--- src/rtl/conv_acc.sv ---
// rtl/conv_acc.sv - pipelined convolution MAC with bias, rounding and saturation.
// Optional CONV_ACC_RELU_EN clamps negative results to zero after saturation.
module conv_acc #(
    parameter int DATA_W    = 16,
    parameter int ADDR_W    = 16,
    parameter int FRAC_BITS = 8,
    parameter int ACC_W     = 40
) (
    input  logic                     clk,
    input  logic                     reset,
    input  logic                     en_sum,
    input  logic                     save,
    input  logic [ADDR_W-1:0]        save_addr,
    input  logic                     finish,
    input  logic signed [DATA_W-1:0] s_data,
    input  logic signed [DATA_W-1:0] w_data,
    input  logic signed [DATA_W-1:0] b_data,
    output logic                     wr_en,
    output logic [ADDR_W-1:0]        wr_addr,
    output logic [DATA_W-1:0]        wr_data,
    output logic                     done,
    output logic                     ovf
);

    localparam int PROD_W = 2 * DATA_W;
    localparam logic signed [ACC_W-1:0] HALF  = ACC_W'(1) << (FRAC_BITS - 1);
    localparam logic signed [ACC_W-1:0] MAX_V = {{(ACC_W-DATA_W+1){1'b0}}, {(DATA_W-1){1'b1}}};
    localparam logic signed [ACC_W-1:0] MIN_V = {{(ACC_W-DATA_W+1){1'b1}}, {(DATA_W-1){1'b0}}};

    // stage A: controls aligned with memory read data
    logic              en_a, save_a, fin_a;
    logic [ADDR_W-1:0] addr_a;
    // stage P: product and bias registered
    logic              en_p, save_p, fin_p, fin_q;
    logic [ADDR_W-1:0] addr_p;
    logic signed [PROD_W-1:0] prod;
    logic signed [DATA_W-1:0] bias;
    logic signed [ACC_W-1:0]  acc;

    logic signed [ACC_W-1:0] prod_ext, bias_ext, sum, rnd;
    logic                    sat_hi, sat_lo;
    logic [DATA_W-1:0]       res;

    always_comb begin
        prod_ext = {{(ACC_W-PROD_W){prod[PROD_W-1]}}, prod};
        bias_ext = {{(ACC_W-DATA_W){bias[DATA_W-1]}}, bias} <<< FRAC_BITS;
        sum      = acc + prod_ext + bias_ext;
        rnd      = (sum + HALF) >>> FRAC_BITS;
        sat_hi   = rnd > MAX_V;
        sat_lo   = rnd < MIN_V;
        if (sat_hi)
            res = {1'b0, {(DATA_W-1){1'b1}}};
        else if (sat_lo)
            res = {1'b1, {(DATA_W-1){1'b0}}};
        else
            res = rnd[DATA_W-1:0];
`ifdef CONV_ACC_RELU_EN
        if (res[DATA_W-1])
            res = '0;
`endif
    end

    always_ff @(posedge clk or negedge reset) begin
        if (!reset) begin
            en_a    <= 1'b0;
            save_a  <= 1'b0;
            fin_a   <= 1'b0;
            addr_a  <= '0;
            en_p    <= 1'b0;
            save_p  <= 1'b0;
            fin_p   <= 1'b0;
            fin_q   <= 1'b0;
            addr_p  <= '0;
            prod    <= '0;
            bias    <= '0;
            acc     <= '0;
            wr_en   <= 1'b0;
            wr_addr <= '0;
            wr_data <= '0;
            done    <= 1'b0;
            ovf     <= 1'b0;
        end else begin
            en_a   <= en_sum;
            save_a <= save;
            fin_a  <= finish;
            addr_a <= save_addr;

            en_p   <= en_a;
            save_p <= save_a;
            fin_p  <= fin_a;
            addr_p <= addr_a;
            prod   <= en_a ? PROD_W'(s_data) * PROD_W'(w_data) : '0;
            if (save_a)
                bias <= b_data;

            // a save closes the window, so the coincident term lands in this result only
            if (save_p)
                acc <= '0;
            else if (en_p)
                acc <= acc + prod_ext;

            wr_en <= save_p;
            if (save_p) begin
                wr_addr <= addr_p;
                wr_data <= res;
                ovf     <= ovf | sat_hi | sat_lo;
            end

            fin_q <= fin_p;
            done  <= fin_p & ~fin_q;
        end
    end

endmodule
--- config.mk ---
export PLATFORM = sky130hd
export DESIGN_NAME = conv_acc
export DESIGN_NICKNAME = d
export VERILOG_FILES = /design/src/rtl/conv_acc.sv
export SDC_FILE = /design/constraint.sdc
export NUM_CORES = 1
export LEC_CHECK = 0
export BUFFER_PORTS_ARGS = -buffer_cell sky130_fd_sc_hd__buf_4
export CAP_MARGIN = 10
export CORE_ASPECT_RATIO = 0.7
export CORE_MARGIN = 4
export CORE_UTILIZATION = 55
export DETAILED_ROUTE_END_ITERATION = 10
export GPL_TIMING_DRIVEN = 0
export MAX_ROUTING_LAYER = met4
export PLACE_DENSITY = 0.79
export SETUP_SLACK_MARGIN = 0.1
export SYNTH_ARGS = -nofsm -noshare
export SYNTH_HDL_FRONTEND = slang
export SYNTH_SLANG_ARGS = --single-unit
--- constraint.sdc ---
create_clock -name clk -period 5.3 [get_ports clk]
set_clock_uncertainty 0.2 [all_clocks]
set_input_delay 0.265 -clock clk [delete_from_list [all_inputs] [get_ports clk]]
set_output_delay 0.265 -clock clk [all_outputs]
set_load 0.01 [all_outputs]
==> results of run 1 <==
[timing repair]
item / in CTS / in global routing
hold buffers: 38 / 0
endpoints found under the setup margin: 33 / 36
gates cloned: 2 / 1
resized for setup: 213 / 104
endpoints found under the hold margin: 113 / 0
pin swaps: 108 / 82
buffers inserted: 111 / 23
[cell usage after synthesis (9+ instances only)]
library cell and n:
nor3_1 33, o21a_1 13, and3_1 14, nor2b_1 17, ha_1 152, nor2_1 127
a31oi_1 9, o21ai_0 48, inv_1 312, nand2b_1 27, xnor2_1 55, fa_1 264
o211ai_1 11, a21oi_2 10, clkbuf_1 47, mux2i_1 30, xor2_1 36, mux2_2 32
a21o_1 47, and2_1 112, a211oi_1 11, a21oi_1 86, nand2_1 212, dfrtp_1 162
nand3_1 23
[through the flow]
step / instances / hold WS [ns] / setup slack [ns] / util / TNS, ns
floorplan: 2035 / -0.231 / -0.604 / - / -5.69
detailed placement: 2611 / 0.133 / -1.63 / 0.613 / -39.53
CTS: 2792 / 0.0922 / -0.627 / 0.697 / -13.05
global route: 2808 / 0.113 / -1.01 / 0.711 / -22.24
finish: 2809 / 0.0935 / -0.821 / 0.711 / -16.93
global placement: 2610 / 0.131 / -1.41 / 0.613 / -34.85
[cells by family (layout without fill, tap and decap cells)]
family	after synthesis	in the layout	share of synthesized area
flip-flops	162	162	0.210
AO/OA/AOI/OAI	315	315	0.112
AND/OR/NAND/NOR	609	609	0.152
multiplexers	62	62	0.0342
adder cells (fa/ha/maj)	416	416	0.372
buffers and inverters	380	680	0.0783
other	0	2	0
XOR/XNOR	91	91	0.0413
[path summary, 6_finish.rpt]
path / from / cells after the start / end
max: acc[0] / 29 / wr_data[1]
min: w_data[1] / 4 / prod[1]
max reg2reg: acc[0] / 29 / wr_data[1]
min reg2reg: addr_a[7] / 0 / addr_p[7]
max in group asynchronous: reset / 3 / prod[9]
min in group asynchronous: reset / 2 / fin_p
[state kept, by name, summed over array words and instances, names as in the netlist]
register	flops
acc	40
fin_q	1
save_p	1
fin_p	1
done	1
en_a	1
save_a	1
wr_addr	16
wr_en	1
addr_a	16
addr_p	16
fin_a	1
en_p	1
prod	32
wr_data	16
bias	16
ovf	1
[per-layer routing]
layer / vias up / track usage
met3: 102 / 0.0936
met4: 0 / 0.0690
met5: - / -
li1: 7194 / -
met1: 8048 / 0.395
met2: 670 / 0.463
[layout make-up]
type / count / area, um2
antenna: 2 / 5.00
sequential: 162 / 4050
clock buffer: 20 / 437
multi-input combinational: 1493 / 14900
fill: 2514 / 10000
clock inverter: 12 / 181
tap: 472 / 591
inverter: 313 / 1180
timing repair buffer: 270 / 2480
buffer: 65 / 838
[critical path: cells and delay by family (launching register included)]
family	cells	cell delay (ns)
buffers and inverters	6	0.78
AOI/OAI and AO/OA	10	2.39
xor gates and xnor gates	1	0.11
adders and majority gates	3	0.73
DFF	1	0.42
and+or+nand+nor	9	1.41
[placed cells by master (no fill, tap or decap), types with 19 or more instances in the layout]
cell type / instances
a21o_1: 46
a21oi_1: 68
a21oi_2: 26
and2_1: 104
buf_4: 189
buf_6: 29
clkbuf_16: 38
dfrtp_1: 162
dlygate4sd3_1: 39
fa_1: 245
fa_2: 19
ha_1: 126
ha_4: 20
inv_1: 291
inv_2: 20
mux2_2: 32
mux2i_1: 30
nand2_1: 170
nand2_2: 32
nand2b_1: 26
nand3_1: 19
nor2_1: 122
nor3_1: 25
o21ai_0: 30
xnor2_1: 48
xor2_1: 36
==> impl_metrics.ini, run 1 <==
[setup_path]
r2r_slack_ns = -0.82
criticalPathCategory = register to register
cpMaxStageDelayCell = or4_4
critPathRequiredTime_ns = 5.47
end_kind = register
timing.critical_path.from_type = register
critPathMaxFanout = 8
max_stage_delay_ns = 0.51
worstPathArrival_ns = 6.29

[routing]
met1Wirelength_mm = 22.9
antenna_left = 0
drc_errors = 0
dr_wl_met3_mm = 5.39
vias = 16000
viasPerCell = 5.70
routed_wl_mm = 54.0
wl_per_cell_um = 19.2
drtIter0Drc = 1397
topRoutingLayerUsed = met4
wl_met2_mm = 24.6
drtPass1Iterations = 6

[clock_tree]
clk_pin_slew_ns = 0.06
htree_levels = 4
clk_latency_ns = 0.44
cts.sinks = 162
cts_tree = done
clk_path_buf_depth = 2
numCtsBuffers = 17
ctsRootBufferMaster = clkbuf_16

[grt]
grt_pass1_vias = 17000
antenna_found_initial = 2
track_usage = 0.300
grt_max_degree = 86
grt_pass1_wl_mm = 87.5
overflow = 0

[sta]
rsz0062_at_grt = yes
fmax_mhz = 163
report.final.slew_viol_count = 0
period_needed_ns = 6.12
setup_slack_ns = -0.821
fin_crit_sh = 1.15
setup_viol = 32
slew_headroom = 0.357
tightestPinTransition_ns = 0.956
finalHoldViolCount = 0

[logic_synthesis]
synth_top_area_frac = 0.274
synth_top_area_cell = fa_1
async_flop_share = 1.00
yosysWarnings = 0
synth_seq_area_share = 0.210
synth_flop_cell = dfrtp_1
synth_nets = 2520
synth_area_um2 = 19300
synth_edf_count = 0
synth_area_per_cell_um2 = 9.49
synth_cell_types = 83
synth_cells = 2035
synth_area_leaders = fa_1 27%, dfrtp_1 21%, ha_1 9.8%
ys_ff_latch = 162

[die]
fp-row-count = 57
core_um2 = 34700
start_util = 0.557
ios = 104
fp.dieW_um = 232
die_area_um2 = 38200
die_h_um = 165

[finish]
layout.nets = 2807
final_area_um2 = 24600
layout-drive-gt1-share = 0.247
area_growth_pct = 27.6

[outcome]
violations = setup timing
run_status = finished, violations left

[min_path]
hp-class = input port to register

[place]
place_congestion = 0.961
hpwl_mm = 38.9
postPlaceCellArea_um2 = 21300
numPortBuffers = 103

[flow_run]
maxCapViolations = 0
Power of run 1 is not shown: default switching activity piles up to over one toggle a cycle in this logic, so the estimate is an artifact.
==> run 2, diff against run 1 <==
--- a/config.mk
+++ b/config.mk
@@ -7,13 +7,15 @@
 export LEC_CHECK = 0
 export BUFFER_PORTS_ARGS = -buffer_cell sky130_fd_sc_hd__buf_4
 export CAP_MARGIN = 10
+export CELL_PAD_IN_SITES_DETAIL_PLACEMENT = 0
+export CELL_PAD_IN_SITES_GLOBAL_PLACEMENT = 1
 export CORE_ASPECT_RATIO = 0.7
 export CORE_MARGIN = 4
-export CORE_UTILIZATION = 55
+export CORE_UTILIZATION = 45
 export DETAILED_ROUTE_END_ITERATION = 10
 export GPL_TIMING_DRIVEN = 0
 export MAX_ROUTING_LAYER = met4
-export PLACE_DENSITY = 0.79
+export PLACE_DENSITY = 0.82
 export SETUP_SLACK_MARGIN = 0.1
 export SYNTH_ARGS = -nofsm -noshare
 export SYNTH_HDL_FRONTEND = slang
==> run 2 against run 1 <==
Compared with the run above:
- utilization fell by 13 points
- clock-buffer cell count fell by 3
- wire length fell by 3.2%
- fmax rose by 2.2%
- sequential share of layout area barely moved
- via count fell by 3.5%
- flip-flop and latch count did not move
- the run still ends with setup timing left
- critical path depth fell by 4
- die area rose by 21%
- register-to-register slack improved by 0.13 ns
==> impl_metrics.ini, run 2 (synthesized netlist as in run 1, its figures left out) <==
[outcome]
run_status = finished, violations left
violations = setup timing

[clock_tree]
htree_levels = 4
ctsRootBufferMaster = clkbuf_16
clk_pin_slew_ns = 0.07
clk_latency_ns = 0.44
clk_path_buf_depth = 2
cts_tree = done
numCtsBuffers = 17
cts.sinks = 162

[setup_path]
cp_top_family = compound AO/OA/AOI/OAI gates
worstPathArrival_ns = 6.15
reg2reg_depth = 25
path_buf_inv = 3
criticalPathCategory = register to register
cp-endpoint = wr_data[1]
r2r_end = wr_data[1]
worst-path-stages = 25
max_stage_delay_ns = 0.53
critPathRequiredTime_ns = 5.47
end_kind = register
r2r_slack_ns = -0.69
timing.critical_path.from_type = register
r2r_start = acc[7]
cpMaxStageDelayCell = or4_4
worstSetupStartpoint = acc[7]
critPathMaxFanout = 9

[sta]
setup_slack_ns = -0.690
rsz0062_at_grt = yes
slew_headroom = 0.356
finalHoldViolCount = 0
tns_ns = -14.03
setup_viol = 30
report.final.slew_viol_count = 0
period_needed_ns = 5.99
fin_crit_sh = 1.13
fmax_mhz = 167
tightestPinTransition_ns = 0.959

[place]
dpl_worst_slack_ns = -1.74
numPortBuffers = 103
hpwl_mm = 39.8
place_inst = 2691
place_congestion = 0.931

[routing]
drtPass1Iterations = 7
vias = 15500
drtIter0Drc = 1005
drc_errors = 0
antenna_left = 0
routed_wl_mm = 52.3
viasPerCell = 5.36
wl_per_cell_um = 18.1

[min_path]
hp-class = input port to async pin

[die]
fp.dieW_um = 256
die_area_um2 = 46300
die_h_um = 181
core_um2 = 42300
start_util = 0.456
fp-row-count = 63
ios = 104

[finish]
top_regs = acc: 40 flops, prod: 32 flops
layout_commonest_cell = inv_1
layout.nets = 2805
largest_register_ffs = 40
n_fill_cell = 3663
area_growth_pct = 28.0
layout-drive-gt1-share = 0.243
final_cells = 2887
final_cell_mix = 296 x inv_1, 251 x fa_1, 188 x buf_4
regMostFlops = acc

[flow_run]
maxCapViolations = 0

[grt]
grt_max_degree = 94
grt_pass1_vias = 16200
track_usage = 0.240
grt_pass1_wl_mm = 86.0
overflow = 0
antenna_found_initial = 1
run 2: cell types whose count changed in the layout (fill, tap and decap cells not counted), moves of 4 or more:
cell       previous run  this run
fa_1                245       251
fa_2                 19        13
inv_1               291       296
inv_6                 1         6
buf_6                29        25
clkbuf_16            38        42
clkinv_4              4         0
inv_2                20        16
inv_8                 0         4
o21ai_1              11        15
run 2: worst min-delay path by stage:
stage / from / end / cells after the start
final: reset / fin_a / 2
after global routing: addr_a[6] / addr_p[6] / 0
after CTS: addr_a[3] / addr_p[3] / 0
after detailed placement: reset / done / 1
after global placement: addr_a[12] / addr_p[12] / 0
after floorplan: reset / acc[0] / 0
run 2: stage by stage:
step | cell area, um2 | hold WS, ns | utilization
2_1_floorplan | 19900 | -0.231 | -
3_3_place_gp | 21300 | 0.131 | 0.504
3_5_place_dp | 21400 | 0.0477 | 0.505
4_1_cts | 24300 | 0.145 | 0.573
5_1_grt | 24700 | 0.157 | 0.584
6_report | 24700 | 0.143 | 0.584
run 2: final cells by class:
type / count / area (um2) / share of cell area
diodes: 2 / 5.00 / 0.000202
inverters: 313 / 1170 / 0.0475
repair buffers: 268 / 2470 / 0.100
clock inverters: 15 / 164 / 0.00663
multi-input cells: 1493 / 14800 / 0.600
flip-flops and latches: 162 / 4050 / 0.164
plain buffers: 65 / 891 / 0.0360
well taps: 552 / 691 / 0.0279
clock buffers: 17 / 425 / 0.0172
run 2: repair_timing:
action	CTS	global route
gates resized for setup	221	88
gates cloned	1	0
hold endpoints to repair	105	0
setup buffers	106	21
pin swaps	100	60
hold buffers	38	0
endpoints found under the setup margin	34	36
run 2: routing by layer:
| metal | track usage | part of all wire |
|---|---|---|
| met5 | - | 0 |
| met1 | 0.342 | 0.47 |
| met3 | 0.0601 | 0.077 |
| met2 | 0.356 | 0.44 |
| met4 | 0.0373 | 0.011 |
Power of run 2 is left out for the same reason.
